### config.mk
export PLATFORM = sky130hd
export DESIGN_NAME = rf_bank
export DESIGN_NICKNAME = d
export VERILOG_FILES = /design/src/rtl/rf_bank_pkg.sv /design/src/rtl/rf_resp_slot.sv /design/src/rtl/rf_bank.sv
export SDC_FILE = /design/constraint.sdc
export NUM_CORES = 1
export LEC_CHECK = 0
export ABC_CLOCK_PERIOD_IN_PS = 5800
export CAP_MARGIN = 10
export CORE_MARGIN = 2
export CORE_UTILIZATION = 30
export CTS_CLUSTER_SIZE = 40
export DETAILED_ROUTE_END_ITERATION = 16
export GPL_TIMING_DRIVEN = 0
export PLACE_DENSITY_LB_ADDON = 0.3
export SLEW_MARGIN = 20
export SYNTH_ARGS = -nofsm -noshare
export SYNTH_HDL_FRONTEND = slang
export SYNTH_SLANG_ARGS = --single-unit
### constraint.sdc
create_clock -name clk -period 5.8 [get_ports clk]
set_input_delay 1.16 -clock clk [delete_from_list [all_inputs] [get_ports clk]]
set_output_delay 1.16 -clock clk [all_outputs]
set_load 0.02 [all_outputs]
### src/rtl/rf_bank_pkg.sv
// rtl/rf_bank_pkg.sv - shared types and helpers for the rf_bank register file
//
// Purpose: response encoding, byte-strobe expansion and address classification
//          used by rf_bank and its response slots.
package rf_bank_pkg;

   typedef enum logic {
      RESP_OK  = 1'b0,
      RESP_ERR = 1'b1
   } resp_t;

   // Widest strobe the helper supports; callers zero-extend their strobe to
   // this width and truncate the returned mask to their data width.
   localparam int unsigned STRB_MAX = 64;

   function automatic logic [STRB_MAX*8-1:0] strb_mask(input logic [STRB_MAX-1:0] strb);
      logic [STRB_MAX*8-1:0] m;
      for (int i = 0; i < STRB_MAX; i++) begin
         m[i*8 +: 8] = {8{strb[i]}};
      end
      return m;
   endfunction

   function automatic logic addr_is_ctrl(input logic [31:0] addr,
                                         input int unsigned num_ctrl);
      return addr < num_ctrl;
   endfunction

   function automatic logic addr_is_status(input logic [31:0] addr,
                                           input int unsigned num_ctrl,
                                           input int unsigned num_status);
      return (addr >= num_ctrl) && (addr < num_ctrl + num_status);
   endfunction

endpackage

### src/rtl/rf_resp_slot.sv
// rtl/rf_resp_slot.sv - one-entry valid/ready response register
//
// Purpose: holds one response payload; accepts a new one whenever the slot is
//          empty or is being drained in the same cycle.
// Ports:
//   clk, rst            clock, synchronous active-high reset
//   s_tvalid/s_tready   upstream handshake, s_tdata payload in
//   m_tvalid/m_tready   downstream handshake, m_tdata payload out
module rf_resp_slot #(
   parameter int unsigned W = 1
) (
   input  logic         clk,
   input  logic         rst,
   input  logic         s_tvalid,
   output logic         s_tready,
   input  logic [W-1:0] s_tdata,
   output logic         m_tvalid,
   input  logic         m_tready,
   output logic [W-1:0] m_tdata
);

   assign s_tready = !m_tvalid || m_tready;

   // Payload only moves on acceptance, so it stays stable under stall.
   always_ff @(posedge clk) begin
      if (rst) begin
         m_tvalid <= 1'b0;
         m_tdata  <= '0;
      end else if (s_tvalid && s_tready) begin
         m_tvalid <= 1'b1;
         m_tdata  <= s_tdata;
      end else if (m_tready) begin
         m_tvalid <= 1'b0;
      end
   end

endmodule

### src/rtl/rf_bank.sv
// rtl/rf_bank.sv - control/status register bank with valid/ready write and read channels
//
// Purpose: software-written control registers plus sticky hardware-set status
//          registers, registered responses on independent B and R channels.
// Optional feature: RF_BANK_W1C_EN makes status registers write-1-to-clear;
//          without it status writes are rejected with an error response.
// Ports:
//   clk, rst                       clock, synchronous active-high reset
//   wvalid/wready, waddr/wdata/wstrb   write request
//   bvalid/bready, bresp           write response
//   arvalid/aready, raddr          read request
//   rvalid/rready, rdata/rresp     read response
//   ctrl_o                         flattened control registers
//   hw_set_i                       flattened per-bit status set pulses
module rf_bank
   import rf_bank_pkg::*;
#(
   parameter int unsigned           ADDR_WIDTH = 4,
   parameter int unsigned           DATA_WIDTH = 32,
   parameter int unsigned           NUM_CTRL   = 8,
   parameter int unsigned           NUM_STATUS = 4,
   parameter logic [DATA_WIDTH-1:0] CTRL_RESET = '0
) (
   input  logic                             clk,
   input  logic                             rst,
   input  logic                             wvalid,
   output logic                             wready,
   input  logic [ADDR_WIDTH-1:0]            waddr,
   input  logic [DATA_WIDTH-1:0]            wdata,
   input  logic [DATA_WIDTH/8-1:0]          wstrb,
   output logic                             bvalid,
   input  logic                             bready,
   output logic                             bresp,
   input  logic                             arvalid,
   output logic                             aready,
   input  logic [ADDR_WIDTH-1:0]            raddr,
   output logic                             rvalid,
   input  logic                             rready,
   output logic [DATA_WIDTH-1:0]            rdata,
   output logic                             rresp,
   output logic [NUM_CTRL*DATA_WIDTH-1:0]   ctrl_o,
   input  logic [NUM_STATUS*DATA_WIDTH-1:0] hw_set_i
);

   logic [DATA_WIDTH-1:0] ctrl_q     [NUM_CTRL];
   logic [DATA_WIDTH-1:0] status_q   [NUM_STATUS];
   logic [DATA_WIDTH-1:0] status_clr [NUM_STATUS];
   logic [DATA_WIDTH-1:0] wmask;
   logic                  w_accept;
   resp_t                 b_resp_d;
   resp_t                 r_resp_d;
   logic [DATA_WIDTH-1:0] r_data_d;
   logic [DATA_WIDTH:0]   r_payload;

   assign w_accept = wvalid && wready;
   assign wmask    = DATA_WIDTH'(strb_mask(STRB_MAX'(wstrb)));

   // Write response is decided purely from the address region.
   always_comb begin
      b_resp_d = RESP_ERR;
      if (addr_is_ctrl(32'(waddr), NUM_CTRL)) begin
         b_resp_d = RESP_OK;
      end
`ifdef RF_BANK_W1C_EN
      else if (addr_is_status(32'(waddr), NUM_CTRL, NUM_STATUS)) begin
         b_resp_d = RESP_OK;
      end
`endif
   end

   // Software clear mask per status register; stays zero when status is read-only.
   always_comb begin
      for (int j = 0; j < NUM_STATUS; j++) begin
         status_clr[j] = '0;
`ifdef RF_BANK_W1C_EN
         if (w_accept && waddr == ADDR_WIDTH'(NUM_CTRL + j)) begin
            status_clr[j] = wdata & wmask;
         end
`endif
      end
   end

   // Read mux sees register contents before this cycle's write commits.
   always_comb begin
      r_data_d = '0;
      r_resp_d = RESP_ERR;
      if (addr_is_ctrl(32'(raddr), NUM_CTRL) ||
          addr_is_status(32'(raddr), NUM_CTRL, NUM_STATUS)) begin
         r_resp_d = RESP_OK;
      end
      for (int i = 0; i < NUM_CTRL; i++) begin
         if (raddr == ADDR_WIDTH'(i)) begin
            r_data_d = ctrl_q[i];
         end
      end
      for (int j = 0; j < NUM_STATUS; j++) begin
         if (raddr == ADDR_WIDTH'(NUM_CTRL + j)) begin
            r_data_d = status_q[j];
         end
      end
   end

   always_ff @(posedge clk) begin
      if (rst) begin
         for (int i = 0; i < NUM_CTRL; i++) begin
            ctrl_q[i] <= CTRL_RESET;
         end
         for (int j = 0; j < NUM_STATUS; j++) begin
            status_q[j] <= '0;
         end
      end else begin
         for (int i = 0; i < NUM_CTRL; i++) begin
            if (w_accept && waddr == ADDR_WIDTH'(i)) begin
               ctrl_q[i] <= (ctrl_q[i] & ~wmask) | (wdata & wmask);
            end
         end
         // Set is OR-ed after the clear so a coincident hardware set wins.
         for (int j = 0; j < NUM_STATUS; j++) begin
            status_q[j] <= (status_q[j] & ~status_clr[j])
                           | hw_set_i[j*DATA_WIDTH +: DATA_WIDTH];
         end
      end
   end

   for (genvar g = 0; g < NUM_CTRL; g++) begin : g_ctrl_out
      assign ctrl_o[g*DATA_WIDTH +: DATA_WIDTH] = ctrl_q[g];
   end

   rf_resp_slot #(.W(1)) u_b_slot (
      .clk      (clk),
      .rst      (rst),
      .s_tvalid (wvalid),
      .s_tready (wready),
      .s_tdata  (b_resp_d),
      .m_tvalid (bvalid),
      .m_tready (bready),
      .m_tdata  (bresp)
   );

   rf_resp_slot #(.W(DATA_WIDTH + 1)) u_r_slot (
      .clk      (clk),
      .rst      (rst),
      .s_tvalid (arvalid),
      .s_tready (aready),
      .s_tdata  ({r_resp_d, r_data_d}),
      .m_tvalid (rvalid),
      .m_tready (rready),
      .m_tdata  (r_payload)
   );

   assign rresp = r_payload[DATA_WIDTH];
   assign rdata = r_payload[DATA_WIDTH-1:0];

endmodule

==> results of run 1 <==
-- how the worst max path moves through the flow --
stage | start | slack, ns | cells past startpoint | endpoint
after detailed placement | rst | 1.59 | 9 | ctrl_q[0][146]
after global routing | rst | 2.08 | 9 | ctrl_q[0][151]
after CTS | rready | 2.15 | 3 | aready
after global placement | bready | -3.05 | 4 | ctrl_q[0][19]
after floorplan | bready | 0.33 | 3 | ctrl_q[0][0]
final | rst | 2.12 | 9 | ctrl_q[0][151]
-- worst reg2reg max path, stage by stage, from the launching register on --
cell and delay, ns:
dfxtp_1 0.31, nand2b_1 0.13, nand2_1 0.20, o41ai_2 0.80
buf_4 0.30, buf_2 0.22, buf_2 0.24, buf_2 0.23
-- synth_stat cells, types with 2 or more instances --
library cell  number  area [um^2]
o22ai_2           18          225
a221o_1            3         30.0
nand3b_1           3         22.5
buf_4             12         90.1
clkbuf_1          91          342
and2_1             4         25.0
inv_1              6         22.5
nor2b_1            5         31.3
buf_2             30          150
nand3_1           14         70.1
o2bb2ai_1          2         17.5
buf_1              9         33.8
edfxtp_1         256         7690
nor4_1             5         31.3
nand2b_1         266         1660
nor3_1            14         70.1
buf_6              5         56.3
o221ai_1           7         61.3
o41ai_1            2         17.5
a2bb2oi_1         20          175
o211ai_1          20          150
and2b_1            2         15.0
a21oi_1          318         1590
nand2_1           57          214
nor2_2             9         56.3
a22o_1             2         17.5
o311a_1           20          200
dfxtp_1          164         3280
a2111oi_2          2         30.0
a211o_1            2         17.5
o211a_1            2         20.0
inv_2              3         11.3
mux2i_1           54          541
and3b_1            2         17.5
o21ai_1            4         20.0
a221oi_1           8         70.1
mux4_2            29          653
a211oi_1           4         30.0
o22ai_1            4         25.0
o21ai_0           67          335
mux2_2            27          304
nor2_1           339         1270
-- cells in the final DEF (no fill, tap or decap), types with 5 or more instances in the layout --
| cell type | count |
|---|---|
| nand2b_1 | 266 |
| nor2_1 | 339 |
| nor2b_1 | 5 |
| clkbuf_8 | 6 |
| clkbuf_1 | 98 |
| a2bb2oi_1 | 20 |
| mux2_2 | 27 |
| dfxtp_1 | 164 |
| nor4_1 | 5 |
| diode_2 | 5 |
| clkinv_1 | 6 |
| o211ai_1 | 20 |
| inv_1 | 6 |
| mux2i_1 | 54 |
| a21oi_1 | 318 |
| nand3_1 | 14 |
| o21ai_4 | 6 |
| nor2_2 | 9 |
| buf_4 | 18 |
| o22ai_2 | 18 |
| clkbuf_16 | 50 |
| nand2_1 | 57 |
| nor3_1 | 14 |
| buf_1 | 9 |
| edfxtp_1 | 256 |
| clkdlybuf4s50_1 | 465 |
| a221oi_1 | 8 |
| o311a_1 | 20 |
| buf_2 | 36 |
| mux4_2 | 29 |
| buf_6 | 5 |
| buf_16 | 5 |
| clkinv_2 | 5 |
| o221ai_1 | 7 |
| o21ai_0 | 61 |
-- kinds of logic after synthesis --
logic type / count (synthesis) / synth area share (%)
mux: 110 / 7.55
simple gates: 729 / 18.0
buf+inv: 156 / 3.56
flops: 420 / 55.3
compound gates: 513 / 15.6
-- layout make-up --
cell class	instances	area, um^2	share of cell area, %
clock inverter	18	120	0.438
buffer	147	673	2.46
tap	864	1080	3.95
sequential	420	11000	40.0
antenna	5	12.5	0.0457
timing repair buffer	484	4900	17.9
clock buffer	64	1360	4.98
inverter	9	33.8	0.123
multi-input combinational	1352	8240	30.1
-- routing by layer --
metal	GRT usage (%)	up-vias
met4	9.01	0
li1	-	7962
met1	34.5	8875
met3	6.44	144
met5	0	-
met2	43.7	901
-- registers in the layout, indices dropped and copies added (netlist names) --
register and cells:
ctrl_q 256, u_b_slot.m_tdata 1, u_r_slot.m_tvalid 1, u_b_slot.m_tvalid 1
status_q 128, u_r_slot.m_tdata 33
-- power breakdown --
group / switching, mW / internal, mW / leakage (nW)
clock network: 1.28 / 1.68 / 0.730
logic: 0.737 / 0.532 / 5.03
registers: 0.158 / 3.34 / 4.01
total: 2.17 / 5.56 / 9.77
==> metrics.md, run 1 <==
| Metric | Value |
|---|---|
| Run status | finished, final reports clean |
| Asr flop ratio synth | 0% |
| Arrival time worst endpoint | approximately 4.0 ns |
| CTS Buf Count | 48 |
| Fin crit share | approximately 64% |
| Floorplan row count | between 90 and 100 |
| Hold path depth | 2 |
| Cell depth of the worst flop-to-flop path | 7 |
| Top fanout value on the critical path | 10 |
| Hpwl dp | approximately 74000 um |
| Final Critical Period | 3.68 ns |
| Tot Pwr | roughly 7.7 mW |
| Syn Area/Cell | about 10 um^2 |
| Worst R2R End | ctrl_q[0][151] |
| Initial DRC Count | ~2000 |
| Fill cell count | 6377 |
| Max-slew violations | 0 |
| Post-route insts no fill | between 3000 and 4000 |
| Peak supply drop | around 0.00017 V |
| CP Cell Sequence | clkdlybuf4s50_1 -> buf_2 -> inv_1 -> clkbuf_2 -> o41ai_2 -> buf_4 -> buf_2 -> buf_2 -> buf_2 |
| Core Region | between 60000 and 70000 um^2 |
| Top sig layer | met4 |
| Final Util | between 40% and 50% |
| Layout overhead on the synthesized area | 38.1% |
| CP Class | input port to register |
| DRT met1 WL | 38700 um |
| Clock sinks | 420 |
| Global route overflow | 0 |
| Io pins | roughly 470 |
| Routed wl met2 | between 40000 and 50000 um |
| Reg-to-reg critical path startpoint | u_b_slot.m_tvalid |
| Max-cap violations | 0 |
| Pwr dens | approximately 280 nW/um^2 |
| Critical Path Slowest Stage Cell | clkdlybuf4s50_1 |
| Syn Nets | about 2100 |
| Design Area, Final | ~27000 um^2 |
| Initial antenna violation count | 6 |
| Met3 wire len | 8350 um |
| Initial core utilization | 30.2% |
| RSZ-0062 raised after global routing | no |
| Max stage delay on crit path | 0.69 ns |
| Nets | 2640 |
| Hold Buf Count CTS | 0 |
| Critical Path End Type | register |
| Routed WL | between 90000 and 100000 um |
| Netlist cell types | a little under 60 |
| Max_slew headroom | about a quarter |
| Worst slack at placement | 1.59 ns |
| CTS H-Tree Depth | 2 |
| PostCTS Resize Cnt | 0 |
| First-pass GRT wire length | ~130000 um |
| Top_reg_cell synth | edfxtp_1 |
| Seq/Total Area, Yosys | between 50% and 60% |
| Post-DP Area | around 26000 um^2 |
| Routed Antenna Nets | 0 |
| Hold Path End | status_q[2][3] |
| CTS root buf | clkbuf_16 |
| F_max | 0.271 GHz |
| Syn. warnings | 0 |
| Largest net degree at the start of global routing | 21 |
| Drt pass-1 iters | 5 |
| # setup viols final | 0 |
| CTS tree | built |
| Hold Slack | approximately 0.46 ns |
| Crit path required time | approximately 6.1 ns |
| Setup TNS | 0 ns |
| Post-synth EDFFs | about 260 |
| Leakage power | approximately 9.8 nW |
| Die span in y | about 260 um |
| Setup slack, reg-to-reg | between 3 and 4 ns |
| CP delay by family, top | buffers and inverters |
| Synthesized flop and latch total | 420 |
| Clock Latency Late Sink | slightly below 0.6 ns |
| Cell Area, Synth | 19800 um^2 |
| Final Skew | 0.0238 ns |
| Die ar. | around 68000 um^2 |
| Post-placement cell count | around 3300 |
| Routability cong. | just under 0.9 |
| Layout cells sized above 1 | under 10% |
| Die Wd | approximately 260 um |
| Post-detailed-route wirelength per cell | ~28 um |
| Global Route Usage Sum | 26.7% |
| Port buffer count | around 470 |
| Actual slew at the worst max-slew pin | ~1.1 ns |
| Fin worst setup slack | 2.12 ns |
| Post-CTS Setup Bufs | 0 |
| Min-Delay Path Class | register to register |
| Clk buf depth | 3 |
| Hold Startpoint | status_q[2][3] |
| Drc violations | 0 |
| Clk slew on worst S/H paths | about 0.06 ns |
| Vias per cell | roughly 5.3 |
| Final hold violations | 0 |
| Gate Count Post-Synth | 1928 |
| Crit start category | input port |
| Worst Path Buf+Inv | 8 |
| Vias | roughly 18000 |
| Vias in the first global route | around 18000 |
| CP most frequent cell | buf_2 |
Note: power is estimated with default switching activity, not from simulation.
==> run 2: changes to the inputs <==
--- a/config.mk
+++ b/config.mk
@@ -5,7 +5,7 @@
 export SDC_FILE = /design/constraint.sdc
 export NUM_CORES = 1
 export LEC_CHECK = 0
-export ABC_CLOCK_PERIOD_IN_PS = 5800
+export ABC_CLOCK_PERIOD_IN_PS = 3500
 export CAP_MARGIN = 10
 export CORE_MARGIN = 2
 export CORE_UTILIZATION = 30
==> constraint.sdc (replaced) <==
create_clock -name clk -period 3.5 [get_ports clk]
set_input_delay 0.7 -clock clk [delete_from_list [all_inputs] [get_ports clk]]
set_output_delay 0.7 -clock clk [all_outputs]
set_load 0.02 [all_outputs]
==> run 2 against run 1 <==
Net effect:
- combinational power rose by 65%
- worst setup slack got worse by 1.6 ns
- largest cell class unchanged
- critical path depth did not move
- clock power rose by 82%
- sequential power rose by 66%
- power rose by 72%
- critical endpoint is now ctrl_q[0][16]
- critical path type unchanged
- register-to-register slack got worse by 2.0 ns
- sequential share of layout area fell by 0.31 points
- final cell count rose by 0.36%
- highest routed layer is now met5
==> metrics.md, run 2 (synthesis results as in run 1) <==
| Metric | Value |
|---|---|
| Run status | finished, final reports clean |
| Die Wd | roughly 260 um |
| Post-placement cell count | around 3300 |
| Post-detailed-route wirelength per cell | about 28 um |
| Worst Path Buf+Inv | 8 |
| Max stage delay on crit path | around 0.64 ns |
| Hold path depth | 2 |
| Largest net degree at the start of global routing | 22 |
| First-pass GRT wire length | around 130000 um |
| Clk buf depth | 3 |
| Clock sinks | 420 |
| Tot Pwr | approximately 13 mW |
| Clk slew on worst S/H paths | roughly 0.07 ns |
| Fill cell count | ~6300 |
| Initial core utilization | a little under a third |
| CP Cell Sequence | clkdlybuf4s50_1 -> buf_2 -> inv_1 -> clkbuf_2 -> o41ai_2 -> buf_4 -> buf_4 -> buf_2 -> buf_4 |
| Commonest non-fill, non-tap cell in the layout | clkdlybuf4s50_1 |
| Critical Path End Type | register |
| Hold Buf Count CTS | 0 |
| Max-cap violations | 0 |
| Vias per cell | between 5 and 6 |
| Hold Slack | about 0.46 ns |
| CP Class | input port to register |
| Layout overhead on the synthesized area | 39.2% |
| RSZ-0062 raised after global routing | no |
| Worst R2R End | ctrl_q[0][16] |
| Area of the multi-input gates | just over 8000 um^2 |
| Setup slack, reg-to-reg | approximately 1.1 ns |
| # setup viols final | 0 |
| Cell depth of the worst setup path | 9 |
| Setup TNS | 0 ns |
| Final hold violations | 0 |
| Nets | ~2600 |
| Routed WL | around 94000 um |
| CTS tree | built |
| Min-Delay Path Class | register to register |
| Layout cells sized above 1 | under 10% |
| F_max | roughly 0.33 GHz |
| Max_slew headroom | 29.4% |
| Leakage power | 9.88 nW |
| CTS root buf | clkbuf_16 |
| Hpwl dp | 73700 um |
| Reg-to-reg critical path startpoint | u_b_slot.m_tvalid |
| Max-slew violations | 0 |
| Worst setup path endpoint | ctrl_q[0][16] |
| Routability cong. | between 0.8 and 0.9 |
| Peak supply drop | roughly 0.00035 V |
| CP delay by family, top | buffers and inverters |
| Die span in y | approximately 260 um |
| CP most frequent cell | buf_4 |
| Biggest regs | ctrl_q: 256 flops, status_q: 128 flops, u_r_slot.m_tdata: 33 flops |
| Drc violations | 0 |
| Initial DRC Count | between 1500 and 2000 |
| Die ar. | around 68000 um^2 |
| Top sig layer | met5 |
| Post-route insts no fill | approximately 3400 |
| Final Critical Period | about 3 ns |
| Fin crit share | 85.8% |
| PostCTS Resize Cnt | 0 |
| Drt pass-1 iters | 5 |
| Floorplan row count | 94 |
| Crit start category | input port |
| Global route overflow | 0 |
| Routed wl met2 | approximately 44000 um |
| Actual slew at the worst max-slew pin | 1.06 ns |
| Pwr dens | between 400 and 500 nW/um^2 |
| Vias | 17900 |
| Met3 wire len | 8490 um |
| Routed Antenna Nets | 0 |
| Critical Path Slowest Stage Cell | clkdlybuf4s50_1 |
| Port buffer count | between 400 and 500 |
| Arrival time worst endpoint | between 3 and 4 ns |
| Io pins | 472 |
| Top fanout value on the critical path | 10 |
| Clock Latency Late Sink | 0.61 ns |
| CTS Buf Count | 50 |
| Global Route Usage Sum | 26.8% |
| Initial antenna violation count | 7 |
| Final Skew | around 0.03 ns |
| Most frequent cells in the layout | clkdlybuf4s50_1 (465), nor2_1 (339), a21oi_1 (318) |
| Cell depth of the worst flop-to-flop path | 7 |
| Crit path required time | roughly 3.8 ns |
| CTS H-Tree Depth | 2 |
| Core Region | roughly 66000 um^2 |
| Vias in the first global route | between 15000 and 20000 |
| Register area | 11000 um^2 |
| DRT met1 WL | slightly below 40000 um |
| Crit path launch | rst |
| Largest register FFs | approximately 260 |
| Largest Register | ctrl_q |
| Post-CTS Setup Bufs | 0 |
run 2: changes by cell type in the layout (fill, tap and decap cells not counted), sizes merged:
cell / previous run / this run
buf: 75 / 77
bufinv: 1 / 4
clkbuf: 155 / 161
clkinv: 12 / 14
diode: 5 / 6
inv: 12 / 10
run 2: worst min-delay path by stage:
stage	slack [ns]	end	from
finish	0.46	u_r_slot.m_tdata[32]	u_r_slot.m_tdata[32]
global route	0.48	status_q[0][12]	status_q[0][12]
CTS	0.46	u_r_slot.m_tdata[32]	u_r_slot.m_tdata[32]
detailed placement	0.45	u_r_slot.m_tdata[32]	u_r_slot.m_tdata[32]
global placement	0.44	status_q[0][12]	status_q[0][12]
floorplan	0.43	status_q[1][2]	status_q[1][2]
run 2: area by class of cell:
type                       count  share of cell area, %
timing repair buffer         486                   17.9
inverter                       9                  0.122
sequential                   420                   39.7
clock buffer                  70                   5.27
antenna                        6                 0.0544
multi-input combinational   1352                   29.9
buffer                       147                   2.44
clock inverter                21                  0.757
tap                          864                   3.92
run 2: routing by layer:
layer,GRT usage [%],vias to the layer above
li1,-,7969
met1,34.5,8898
met2,43.7,868
met3,6.64,135
met4,9.49,2
met5,0,-
run 2: where the power goes:
group          total [mW]  switching, mW  internal [mW]
clock                5.39           2.20           3.19
sequential           5.81          0.263           5.54
combinational        2.10           1.22          0.884
run 2: tightest hold or removal path: cells and delay by family (launching register included):
kind | cells | cell delay [ns]
DFF | 1 | 0.31
and+or+nand+nor | 1 | 0.05
AOI/OAI and AO/OA | 1 | 0.05
run 2: stage by stage:
step	area, um^2	worst slack [ns]	utilization [%]
floorplan	19800	-1.51	-
global placement	25600	-4.98	39.0
detailed placement	25900	-0.104	39.5
CTS	27600	0.530	42.0
global route	27600	0.421	42.1
finish	27600	0.499	42.1
==> run 3: changes to the inputs <==
--- a/config.mk
+++ b/config.mk
@@ -7,13 +7,13 @@
 export LEC_CHECK = 0
 export ABC_CLOCK_PERIOD_IN_PS = 3500
 export CAP_MARGIN = 10
+export CORE_ASPECT_RATIO = 0.5
 export CORE_MARGIN = 2
-export CORE_UTILIZATION = 30
+export CORE_UTILIZATION = 50
 export CTS_CLUSTER_SIZE = 40
 export DETAILED_ROUTE_END_ITERATION = 16
 export GPL_TIMING_DRIVEN = 0
 export PLACE_DENSITY_LB_ADDON = 0.3
-export SLEW_MARGIN = 20
 export SYNTH_ARGS = -nofsm -noshare
 export SYNTH_HDL_FRONTEND = slang
 export SYNTH_SLANG_ARGS = --single-unit
==> run 3 against run 2 <==
Net effect:
- largest cell class unchanged
- largest power group unchanged
- highest routed layer unchanged
- maximum frequency shrank 9.0%
- first-iteration DRC count grew 65%
- sequential share of layout area grew 1.4 points
- critical endpoint is now ctrl_q[0][142]
==> metrics.md, run 3 (synthesis results as in run 1) <==
| Metric | Value |
|---|---|
| Hold Path End | u_r_slot.m_tdata[32] |
| CP most frequent cell | buf_4 |
| # setup viols final | 0 |
| CP Class | input port to register |
| Routed Antenna Nets | 0 |
| Top fanout value on the critical path | 11 |
| F_max | between 0.3 and 0.4 GHz |
| Routability cong. | around 0.98 |
| Pwr dens | ~460 nW/um^2 |
| Port buffer count | between 400 and 500 |
| Most frequent cells in the layout | clkdlybuf4s50_1 (465), nor2_1 (339), a21oi_1 (318) |
| Post-CTS Setup Bufs | 0 |
| CTS Buf Count | 38 |
| Post-detailed-route wirelength per cell | 27.8 um |
| Clk slew on worst S/H paths | around 0.07 ns |
| Io pins | about 470 |
| Leakage power | roughly 9.6 nW |
| Drc violations | 0 |
| Routed WL | ~84000 um |
| Setup TNS | 0 ns |
| Final Critical Period | between 3 and 4 ns |
| Hold Slack | 0.467 ns |
| Global route overflow | 0 |
| Vias | ~19000 |
| Actual slew at the worst max-slew pin | between 1 and 1.5 ns |
| Arrival time worst endpoint | around 3.6 ns |
| Hold Startpoint | u_r_slot.m_tdata[32] |
| Global Route Usage Sum | ~39% |
| Die Wd | approximately 290 um |
| Max_slew headroom | 32.1% |
| Hold Buf Count CTS | 0 |
| Fill cell count | ~3000 |
| Crit start category | input port |
| Run status | finished, final reports clean |
| Die ar. | ~41000 um^2 |
| Max stage delay on crit path | around 0.7 ns |
| Hold path depth | 2 |
| Worst Path Buf+Inv | 7 |
| Drt pass-1 iters | 6 |
| Worst R2R End | ctrl_q[0][142] |
| Crit path required time | between 3 and 4 ns |
| Vias per cell | around 6.2 |
| Max-slew violations | 0 |
| Hpwl dp | 62800 um |
| Reg-to-reg critical path startpoint | u_b_slot.m_tvalid |
| Vias in the first global route | between 15000 and 20000 |
| Cell depth of the worst flop-to-flop path | 7 |
| Die span in y | around 140 um |
| Layout overhead on the synthesized area | 34.6% |
| Design Area, Final | around 27000 um^2 |
| Largest net degree at the start of global routing | 31 |
| First-pass GRT wire length | around 120000 um |
| Biggest regs | ctrl_q: 256 flops, status_q: 128 flops, u_r_slot.m_tdata: 33 flops |
| Core Region | 39000 um^2 |
| Clock sinks | 420 |
| Final hold violations | 0 |
| Floorplan row count | 51 |
| RSZ-0062 raised after global routing | no |
| Largest register FFs | ~260 |
| Min-Delay Path Class | register to register |
| Initial DRC Count | between 3000 and 4000 |
| Peak supply drop | between 0.0003 and 0.0004 V |
| CTS H-Tree Depth | 2 |
| CTS tree | built |
| PostCTS Resize Cnt | 0 |
| Commonest non-fill, non-tap cell in the layout | clkdlybuf4s50_1 |
| Initial core utilization | between 50% and 60% |
| CTS root buf | clkbuf_16 |
| Setup slack, reg-to-reg | approximately 1.0 ns |
| Critical Path Slowest Stage Cell | inv_1 |
| CP Cell Sequence | clkdlybuf4s50_1 -> buf_2 -> inv_1 -> o41ai_2 -> buf_4 -> buf_4 -> buf_4 -> buf_6 |
| Max-cap violations | 0 |
| Largest Register | ctrl_q |
| Initial antenna violation count | 7 |
| Clk buf depth | 3 |
| Critical Path End Type | register |
| CP delay by family, top | buffers and inverters |
| Post-DP Area | about 25000 um^2 |
| Fin crit share | 94.3% |
| Final Skew | around 0.021 ns |
| Nets | 2625 |
| Layout cells sized above 1 | between 8 and 9% |
| Clock Latency Late Sink | 0.57 ns |
[run 3: changes by cell type in the layout (fill, tap and decap cells not counted), moves of 2 or more]
cell and change:
buf_2 -7, buf_8 -2, buf_4 +2, bufinv_16 -2
clkinv_2 -6, clkbuf_2 -2, buf_16 -2, clkinv_4 +2
clkbuf_16 -13, buf_12 +2
[run 3: worst max-delay path by stage]
stage,cells past startpoint,startpoint,slack [ns],to
finish,8,rst,0.20,ctrl_q[0][142]
global route,8,rst,0.18,ctrl_q[0][148]
CTS,8,rst,0.30,ctrl_q[0][143]
detailed placement,9,rst,-0.66,ctrl_q[0][146]
global placement,3,waddr[3],-4.36,ctrl_q[0][18]
floorplan,3,bready,-1.51,ctrl_q[0][0]
[run 3: layout make-up]
type                       instances  area [um^2]  share of cell area, %
timing repair buffer             480         4880                   18.3
inverter                           9         33.8                  0.127
clock buffer                      54         1100                   4.14
tap                              530          663                   2.48
clock inverter                    13          123                  0.459
buffer                           146          668                   2.50
sequential                       420        11000                   41.1
multi-input combinational       1352         8240                   30.9
antenna                            5         12.5                 0.0469
[run 3: worst min-delay path: cells and delay by family, from the launching register on]
kind / cells / cell delay [ns]
and+or+nand+nor: 1 / 0.06
AOI/OAI and AO/OA: 1 / 0.05
DFF: 1 / 0.31
[run 3: where the power goes]
part	internal, mW	switching, mW
Combinational	0.878	1.21
Sequential	5.54	0.250
Clock	2.36	1.97
[run 3: per-stage QoR]
stage,setup WS (ns),power [mW],cells,utilization [%]
2_1_floorplan,-1.51,6.80,1928,-
3_3_place_gp,-4.36,7.83,2923,64.5
3_5_place_dp,-0.661,7.89,2938,65.3
4_1_cts,0.303,12.1,3004,68.4
5_1_grt,0.181,12.4,3007,68.5
6_report,0.201,12.2,3009,68.5
[run 3: routing by layer]
| metal | share of wire [%] | vias up | track usage (%) |
|---|---|---|---|
| met3 | 15 | 284 | 14.0 |
| li1 | - | 7913 | - |
| met2 | 44 | 1569 | 59.8 |
| met5 | 0.028 | - | 0 |
| met1 | 36 | 8981 | 50.3 |
| met4 | 5.5 | 4 | 17.5 |
